## config.mk

```make
export PLATFORM = sky130hd
export DESIGN_NAME = serial_sub_ctrl
export DESIGN_NICKNAME = d
export VERILOG_FILES = /design/src/rtl/serial_sub_ctrl.sv
export SDC_FILE = /design/constraint.sdc
export NUM_CORES = 1
export LEC_CHECK = 0
export CORE_MARGIN = 4
export CORE_UTILIZATION = 56
export DETAILED_ROUTE_END_ITERATION = 6
export GPL_TIMING_DRIVEN = 0
export PLACE_DENSITY = 0.84
export SLEW_MARGIN = 5
export SYNTH_ARGS = -nofsm -noshare
export SYNTH_HDL_FRONTEND = slang
export SYNTH_SLANG_ARGS = --single-unit
```

## constraint.sdc

```tcl
create_clock -name clk -period 2.4 [get_ports clk]
set_input_delay 0.48 -clock clk [delete_from_list [all_inputs] [get_ports clk]]
set_output_delay 0.48 -clock clk [all_outputs]
set_load 0.01 [all_outputs]
```

## src/rtl/serial_sub_ctrl.sv

```systemverilog
// Bit-serial subtractor controller: one 1-bit subtract cell plus a borrow
// flop is reused across a WIDTH-bit word, LSB first, one bit per clock.
// Start/busy/done handshake; results hold until the next op completes.

// 1-bit full subtractor: d = a - b - br_in, br_out = borrow to next bit.
module sub_cell (
  input  logic a_i,
  input  logic b_i,
  input  logic br_i,
  output logic d_o,
  output logic br_o
);
  // Pure combinational difference and borrow.
  always_comb begin
    d_o  = a_i ^ b_i ^ br_i;
    br_o = (~a_i & b_i) | (~(a_i ^ b_i) & br_i);
  end
endmodule

module serial_sub_ctrl #(
  parameter  int WIDTH = 8,
  localparam int CW    = $clog2(WIDTH + 1)
) (
  input  logic             clk,
  input  logic             rst,
  input  logic             start,
  input  logic [WIDTH-1:0] a,
  input  logic [WIDTH-1:0] b,
  output logic             busy,
  output logic             done,
  output logic [WIDTH-1:0] diff,
  output logic             borr,
  output logic             zero
);

  typedef enum logic [1:0] {
    S_IDLE  = 2'd0,
    S_SHIFT = 2'd1,
    S_DONE  = 2'd2
  } state_e;

  state_e           state_q, state_d;
  logic [WIDTH-1:0] a_sh_q, a_sh_d;
  logic [WIDTH-1:0] b_sh_q, b_sh_d;
  logic [WIDTH-1:0] res_q, res_d;
  logic [CW-1:0]    cnt_q, cnt_d;
  logic             br_q, br_d;
  logic [WIDTH-1:0] diff_q, diff_d;
  logic             borr_q, borr_d;
  logic             zero_q, zero_d;
  logic             busy_q, busy_d;
  logic             done_q, done_d;

  logic             cell_d, cell_br;
  logic             last_bit;

  // The single shared subtract cell always looks at the current LSBs.
  sub_cell u_cell (
    .a_i  (a_sh_q[0]),
    .b_i  (b_sh_q[0]),
    .br_i (br_q),
    .d_o  (cell_d),
    .br_o (cell_br)
  );

  assign last_bit = (cnt_q == CW'(WIDTH - 1));

  // Next-state: sequencing, operand shifting and result capture.
  always_comb begin
    state_d = state_q;
    a_sh_d  = a_sh_q;
    b_sh_d  = b_sh_q;
    res_d   = res_q;
    cnt_d   = cnt_q;
    br_d    = br_q;
    diff_d  = diff_q;
    borr_d  = borr_q;
    zero_d  = zero_q;
    busy_d  = busy_q;
    done_d  = 1'b0;
    case (state_q)
      S_IDLE: begin
        if (start) begin
          a_sh_d  = a;
          b_sh_d  = b;
          res_d   = '0;
          cnt_d   = '0;
          br_d    = 1'b0;
          busy_d  = 1'b1;
          state_d = S_SHIFT;
        end
      end
      S_SHIFT: begin
        // Result bits enter from the MSB side so the LSB ends at bit 0.
        a_sh_d = a_sh_q >> 1;
        b_sh_d = b_sh_q >> 1;
        res_d  = {cell_d, res_q[WIDTH-1:1]};
        br_d   = cell_br;
        cnt_d  = cnt_q + CW'(1);
        if (last_bit) begin
          diff_d  = res_d;
          borr_d  = cell_br;
          zero_d  = (res_d == '0);
          busy_d  = 1'b0;
          done_d  = 1'b1;
          state_d = S_DONE;
        end
      end
      S_DONE: begin
        // Single-cycle completion; any start here is dropped.
        state_d = S_IDLE;
      end
      default: begin
        busy_d  = 1'b0;
        state_d = S_IDLE;
      end
    endcase
  end

  // State register; reset wins over everything, including mid-SHIFT.
  always_ff @(posedge clk) begin
    if (rst) begin
      state_q <= S_IDLE;
      a_sh_q  <= '0;
      b_sh_q  <= '0;
      res_q   <= '0;
      cnt_q   <= '0;
      br_q    <= 1'b0;
      diff_q  <= '0;
      borr_q  <= 1'b0;
      zero_q  <= 1'b0;
      busy_q  <= 1'b0;
      done_q  <= 1'b0;
    end else begin
      state_q <= state_d;
      a_sh_q  <= a_sh_d;
      b_sh_q  <= b_sh_d;
      res_q   <= res_d;
      cnt_q   <= cnt_d;
      br_q    <= br_d;
      diff_q  <= diff_d;
      borr_q  <= borr_d;
      zero_q  <= zero_d;
      busy_q  <= busy_d;
      done_q  <= done_d;
    end
  end

  assign busy = busy_q;
  assign done = done_q;
  assign diff = diff_q;
  assign borr = borr_q;
  assign zero = zero_q;

endmodule
```

**Word-level counts from Yosys, hierarchy flattened**

Cells that the tools add are included.

- Flip-flop bits (word level): 43
- Latch bits: 0
- Bits in writable memories: 0
- Bits in read-only memories: 0
- Input port bits: 19
- Output and inout bits: 12
- Word-level logic and storage cells: 51
- Memories kept: 0

- Add/sub/neg operators: 1
- $mul: 0
- Div/mod/pow operators: 0
- Order comparisons: 0
- Equal/unequal tests: 5
- Shift-type cells: 0
- Multiplexer cells: 17
- Bitwise gates (word level): 9
- Reduce and logical (&&, ||, !) cells: 8

Operators with widths:

| cell | number |
|---|---|
| $pmux W8 S2 | 3 |
| $mux W8 | 3 |
| $logic_not A8 Y1 | 1 |
| $pmux W4 S2 | 1 |
| $reduce_and A2 Y1 | 3 |
| $add A4 B1 Y4 const B | 1 |
| $eq A4 B3 Y1 const B | 1 |
| $mux W1 | 4 |
| $mux W2 | 2 |
| $mux W4 | 1 |
| $ne A2 B2 Y1 const B | 2 |
| $not A1 Y1 | 4 |
| $pmux W2 S2 | 1 |
| $pmux W1 S3 | 1 |
| $reduce_and A3 Y1 | 1 |
| $and A1 B1 Y1 | 2 |
| $eq A2 B1 Y1 const B | 1 |
| $eq A2 B2 Y1 const B | 1 |
| $logic_not A2 Y1 | 1 |
| $pmux W1 S2 | 1 |
| $reduce_bool A2 Y1 | 1 |
| $reduce_or A2 Y1 | 1 |
| $xor A1 B1 Y1 | 2 |
| $or A1 B1 Y1 | 1 |

**Logic depth before layout (Yosys ltp)**

- Depth in word-level cells: 5
- Mapped depth: 6
- Mapped depth without buffers: 5

**Cells and area by module**

A second synthesis with hierarchy kept.

- Cell total of the unflattened synthesis: 203
- Area total of the unflattened synthesis: 1,820.5 µm²

Modules (own cells, without submodules):

| module | instances | cells each | area an instance (µm²) | sequential area each (µm²) |
|---|---|---|---|---|
| serial_sub_ctrl | 1 | 199 | 1,789.2 | 840.8 |
| sub_cell | 1 | 4 | 31.3 | 0.0 |

**Worst setup path after synthesis**

OpenSTA, ideal clock, no wires.

- Kind: flip-flop to flip-flop
- From: register b_sh_q[0]
- To: register zero_q, in the netlist zero
- Arrival time: 1.549 ns
- Required time: 2.330 ns
- Setup slack: 0.781 ns
- Stages on the path, launching flop included: 6
- Buffers on the path: 0
- Path through: dfxtp_1 -> inv_1 -> fa_1 -> or4_1 -> nor2_1 -> o2bb2ai_1

- Cells in the longest elaborated chain, start to end: 3

Ends and longest elaborated chain:

| item | line | RTL |
|---|---|---|
| start: declaration | 44 | `logic [WIDTH-1:0] b_sh_q, b_sh_d;` |
| start signal: assignment | 137 | `b_sh_q <= b_sh_d;` |
| $xor A1 B1 Y1 (2 in a row) | 15 | `d_o = a_i ^ b_i ^ br_i;` |
| via cell_d | 54 | `logic cell_d, cell_br;` |
| $logic_not A8 Y1 | 103 | `zero_d = (res_d == '0);` |
| end signal: assignment | 143 | `zero_q <= zero_d;` |
| end: declaration | 50 | `logic zero_q, zero_d;` |

The timed path passes the listed nets, and every way through them passes these cells.
A chain may end at the register's enable or synchronous reset.

**Final worst setup path**

Same ends and word-level chain as after synthesis.

==> metrics.md <==
| Metric | Value |
|---|---|
| Die Ht | about 65 um |
| Final Hold Fails | 0 |
| I/O pins | 31 |
| Clk pwr share | between 30% and 40% |
| Filler cell count | between 200 and 300 |
| FMAX | around 0.57 GHz |
| Root buf cell | clkbuf_4 |
| Core box area | between 3000 and 4000 um^2 |
| Ranking of synthesized cells by area | dfxtp_1, nor2_1, a21oi_1, a22oi_1, o2bb2ai_1 |
| Async S/R FF share, synth | 0% |
| CTS buffer count | 5 |
| Initial Util | 58.5% |
| Distinct cells, synth | 36 |
| Final TNS setup | 0 ns |
| Clk_lat worst skew | between 0.3 and 0.4 ns |
| IO buf count | 29 |
| Rows | 20 |
| Clock sinks | 42 |
| Top cell type by total area after synthesis | dfxtp_1 |
| Worst-Margin Slew | about 0.48 ns |
| Hold Crit Depth | 2 |
| Mapped Cells | 204 |
| Via count | about 1600 |
| Die area | 4190 um^2 |
| Reg area | approximately 840 um^2 |
| Mapped Area | approximately 1800 um^2 |
| Worst EP required | ~2.7 ns |
| Slew headroom | 68.2% |
| Synth Flop Type | dfxtp_1 |
| Antenna violations before repair | 0 |
| Grt total ovfl | 0 |
| Number of diodes | 0 |
| Switch share | 25.0% |
| Number of max-cap violations | 0 |
| Path depth of the worst reg2reg path | 5 |
| Die X | 64.7 um |
| Setup Viol. Count Final | 0 |
| Avg Inst Size Synth | between 8 and 9 um^2 |
| GPL Wtd Cong | 0.822 |
| First-pass GRT wire length | ~6600 um |
| Setup bufs post-CTS | 0 |
| Startpoint Class | register |
| Cell Area, Placed | around 2100 um^2 |
| Ratio of cells with drive above 1 in the final layout | 10.4% |
| Yosys warning count | 0 |
| Area Overhead vs Synth | 23.5% |
| P per Cell Area | between 600 and 700 nW/um^2 |
| Internal cell power | just over 1 mW |
| Most frequent cell after synthesis | dfxtp_1 |
| Clock buffer depth | 2 |
| DRC | 0 |
| Final ANT Viol Nets | 0 |
| Fin util | approximately 72% |
| Pin count of the biggest net entering global routing | 14 |
| Count of pins over their slew limit | 0 |
| Net load switching power | approximately 0.35 mW |
| Share of the synthesized area in the top cell type | a little under half |
| Clock-pin slew of the registers on the worst-case setup and hold paths | between 0.1 and 0.15 ns |
| Final Instance Area | around 2200 um^2 |
| GRT Total Usage | about a fifth |
| Post-synth top cells | dfxtp_1, nor2_1, a21oi_1 |
| Crit path DAT | approximately 2.1 ns |
| Comb pwr share | 13.2% |
| Drt total wl | between 3000 and 4000 um |
| Detailed-router iteration count before antenna repair | 4 |
| Post-synth EDFFs | 0 |
| Crit. End Element | register |
| Gates resized, CTS repair | 0 |
| Pleak | just over 0.8 nW |
| Peak VDD IR | between 0.4 and 0.5 mV |
| Vias per Instance | about 5.5 |
| CTS tree | yes |
| DR WL/cell | between 10 and 15 um |
| Iter 0 DRT Violations | 129 |
| Register area share after synthesis | a little under half |
| CTS hold repair buffers | 0 |
| Tmin final | 1.77 ns |
| Number of global-route vias before repair | roughly 1400 |
| Syn Nets | ~230 |
| Part of the power in registers | a little over half |
| # H-tree levels | 2 |
| Critical-path maximum fanout | 3 |
| Outcome | finished, final reports clean |
| Hold crit path type | input pin to register |
| Final period utilization | ~74% |
| RSZ-0062 raised after global routing | no |
| Final HPWL DP | 2760 um |
| Kind of critical path | register to register |
| Clock Skew | 0.0155 ns |
| Synth Register Bits | between 40 and 50 |
| Layout Nets | ~260 |
| Multi-input logic area | 853 um^2 |
-- final timing paths --
kind / startpoint / to / slack (ns)
worst max-delay path: b_sh_q[0]$_SDFFE_PP0P_ / zero$_SDFFE_PP0P_ / 0.63
worst min-delay path: rst / done$_SDFF_PP0_ / 0.47
worst max register to register: b_sh_q[0]$_SDFFE_PP0P_ / zero$_SDFFE_PP0P_ / 0.63
worst min register to register: diff[0]$_SDFFE_PP0P_ / diff[0]$_SDFFE_PP0P_ / 0.49
-- through the flow --
step	std cells	hold WS (ns)	setup WS (ns)	power [mW]
finish	285	0.468	0.631	1.38
detailed placement	277	0.470	0.368	0.941
CTS	285	0.462	0.631	1.39
global route	285	0.514	0.569	1.44
global placement	277	0.465	0.383	0.936
floorplan	204	0.452	0.781	0.876
-- cells in the final DEF (no fill, tap or decap), types with 2 or more instances in the layout --
| cell | netlist | routed |
|---|---|---|
| a211oi_1 | 8 | 8 |
| clkdlybuf4s50_1 | 0 | 29 |
| o21ai_0 | 8 | 8 |
| a22oi_1 | 10 | 10 |
| nand2b_1 | 7 | 7 |
| clkbuf_1 | 7 | 8 |
| or3b_1 | 2 | 2 |
| nand3_1 | 11 | 11 |
| nor2_1 | 33 | 33 |
| buf_4 | 4 | 4 |
| clkbuf_4 | 0 | 5 |
| a21oi_1 | 19 | 19 |
| inv_1 | 4 | 4 |
| dfxtp_1 | 42 | 42 |
| or2b_1 | 3 | 3 |
| o2bb2ai_1 | 7 | 7 |
| or4_1 | 2 | 2 |
| or3b_2 | 5 | 5 |
| nor3_1 | 10 | 10 |
| buf_2 | 4 | 4 |
-- critical path, stage by stage (launching register included) --
cell,delay (ns)
dfxtp_1,0.33
inv_1,0.07
fa_1,0.55
or4_1,0.54
nor2_1,0.11
o2bb2ai_1,0.11
-- power by group through the flow --
stage	clock network, mW	registers, mW	logic (mW)
3_5_place_dp	0	0.758	0.183
3_3_place_gp	0	0.757	0.179
2_1_floorplan	0	0.755	0.120
4_1_cts	0.462	0.743	0.184
6_report	0.458	0.743	0.183
5_1_grt	0.492	0.747	0.202
-- cell families after synthesis --
logic type               after synthesis  share of synthesized area [%]
AND/OR/NAND/NOR                       79                           23.2
adder cells (fa/ha/maj)                2                           1.81
buffers and inverters                 21                           5.97
flip-flops                            42                           46.7
AO/OA/AOI/OAI                         59                           21.8
multiplexers                           1                          0.556
-- registers in the layout (all words and copies together) (netlist names) --
register,flops
br_q,1
b_sh_q,8
busy,1
state_q,2
done,1
zero,1
res_q,7
a_sh_q,8
borr,1
cnt_q,4
diff,8
-- final cells by class --
cell class / count / share of cell area [%]
timing repair buffer: 29 / 13.0
buffer: 17 / 4.16
clock buffer: 6 / 1.85
inverter: 4 / 0.675
tap: 44 / 2.47
multi-input combinational: 141 / 38.3
sequential: 42 / 37.8
clock inverter: 2 / 1.69
-- routing by layer --
| layer | global-route usage, % | wire length (um) | vias up | part of all wire [%] |
|---|---|---|---|---|
| met4 | 9.50 | 87 | 0 | 2.2 |
| met1 | 27.7 | 1880 | 733 | 48 |
| met2 | 30.8 | 1740 | 42 | 44 |
| met5 | 0 | 0 | - | 0 |
| li1 | - | - | 796 | - |
| met3 | 5.20 | 243 | 8 | 6.1 |
Power figures use the tool's default switching activity.
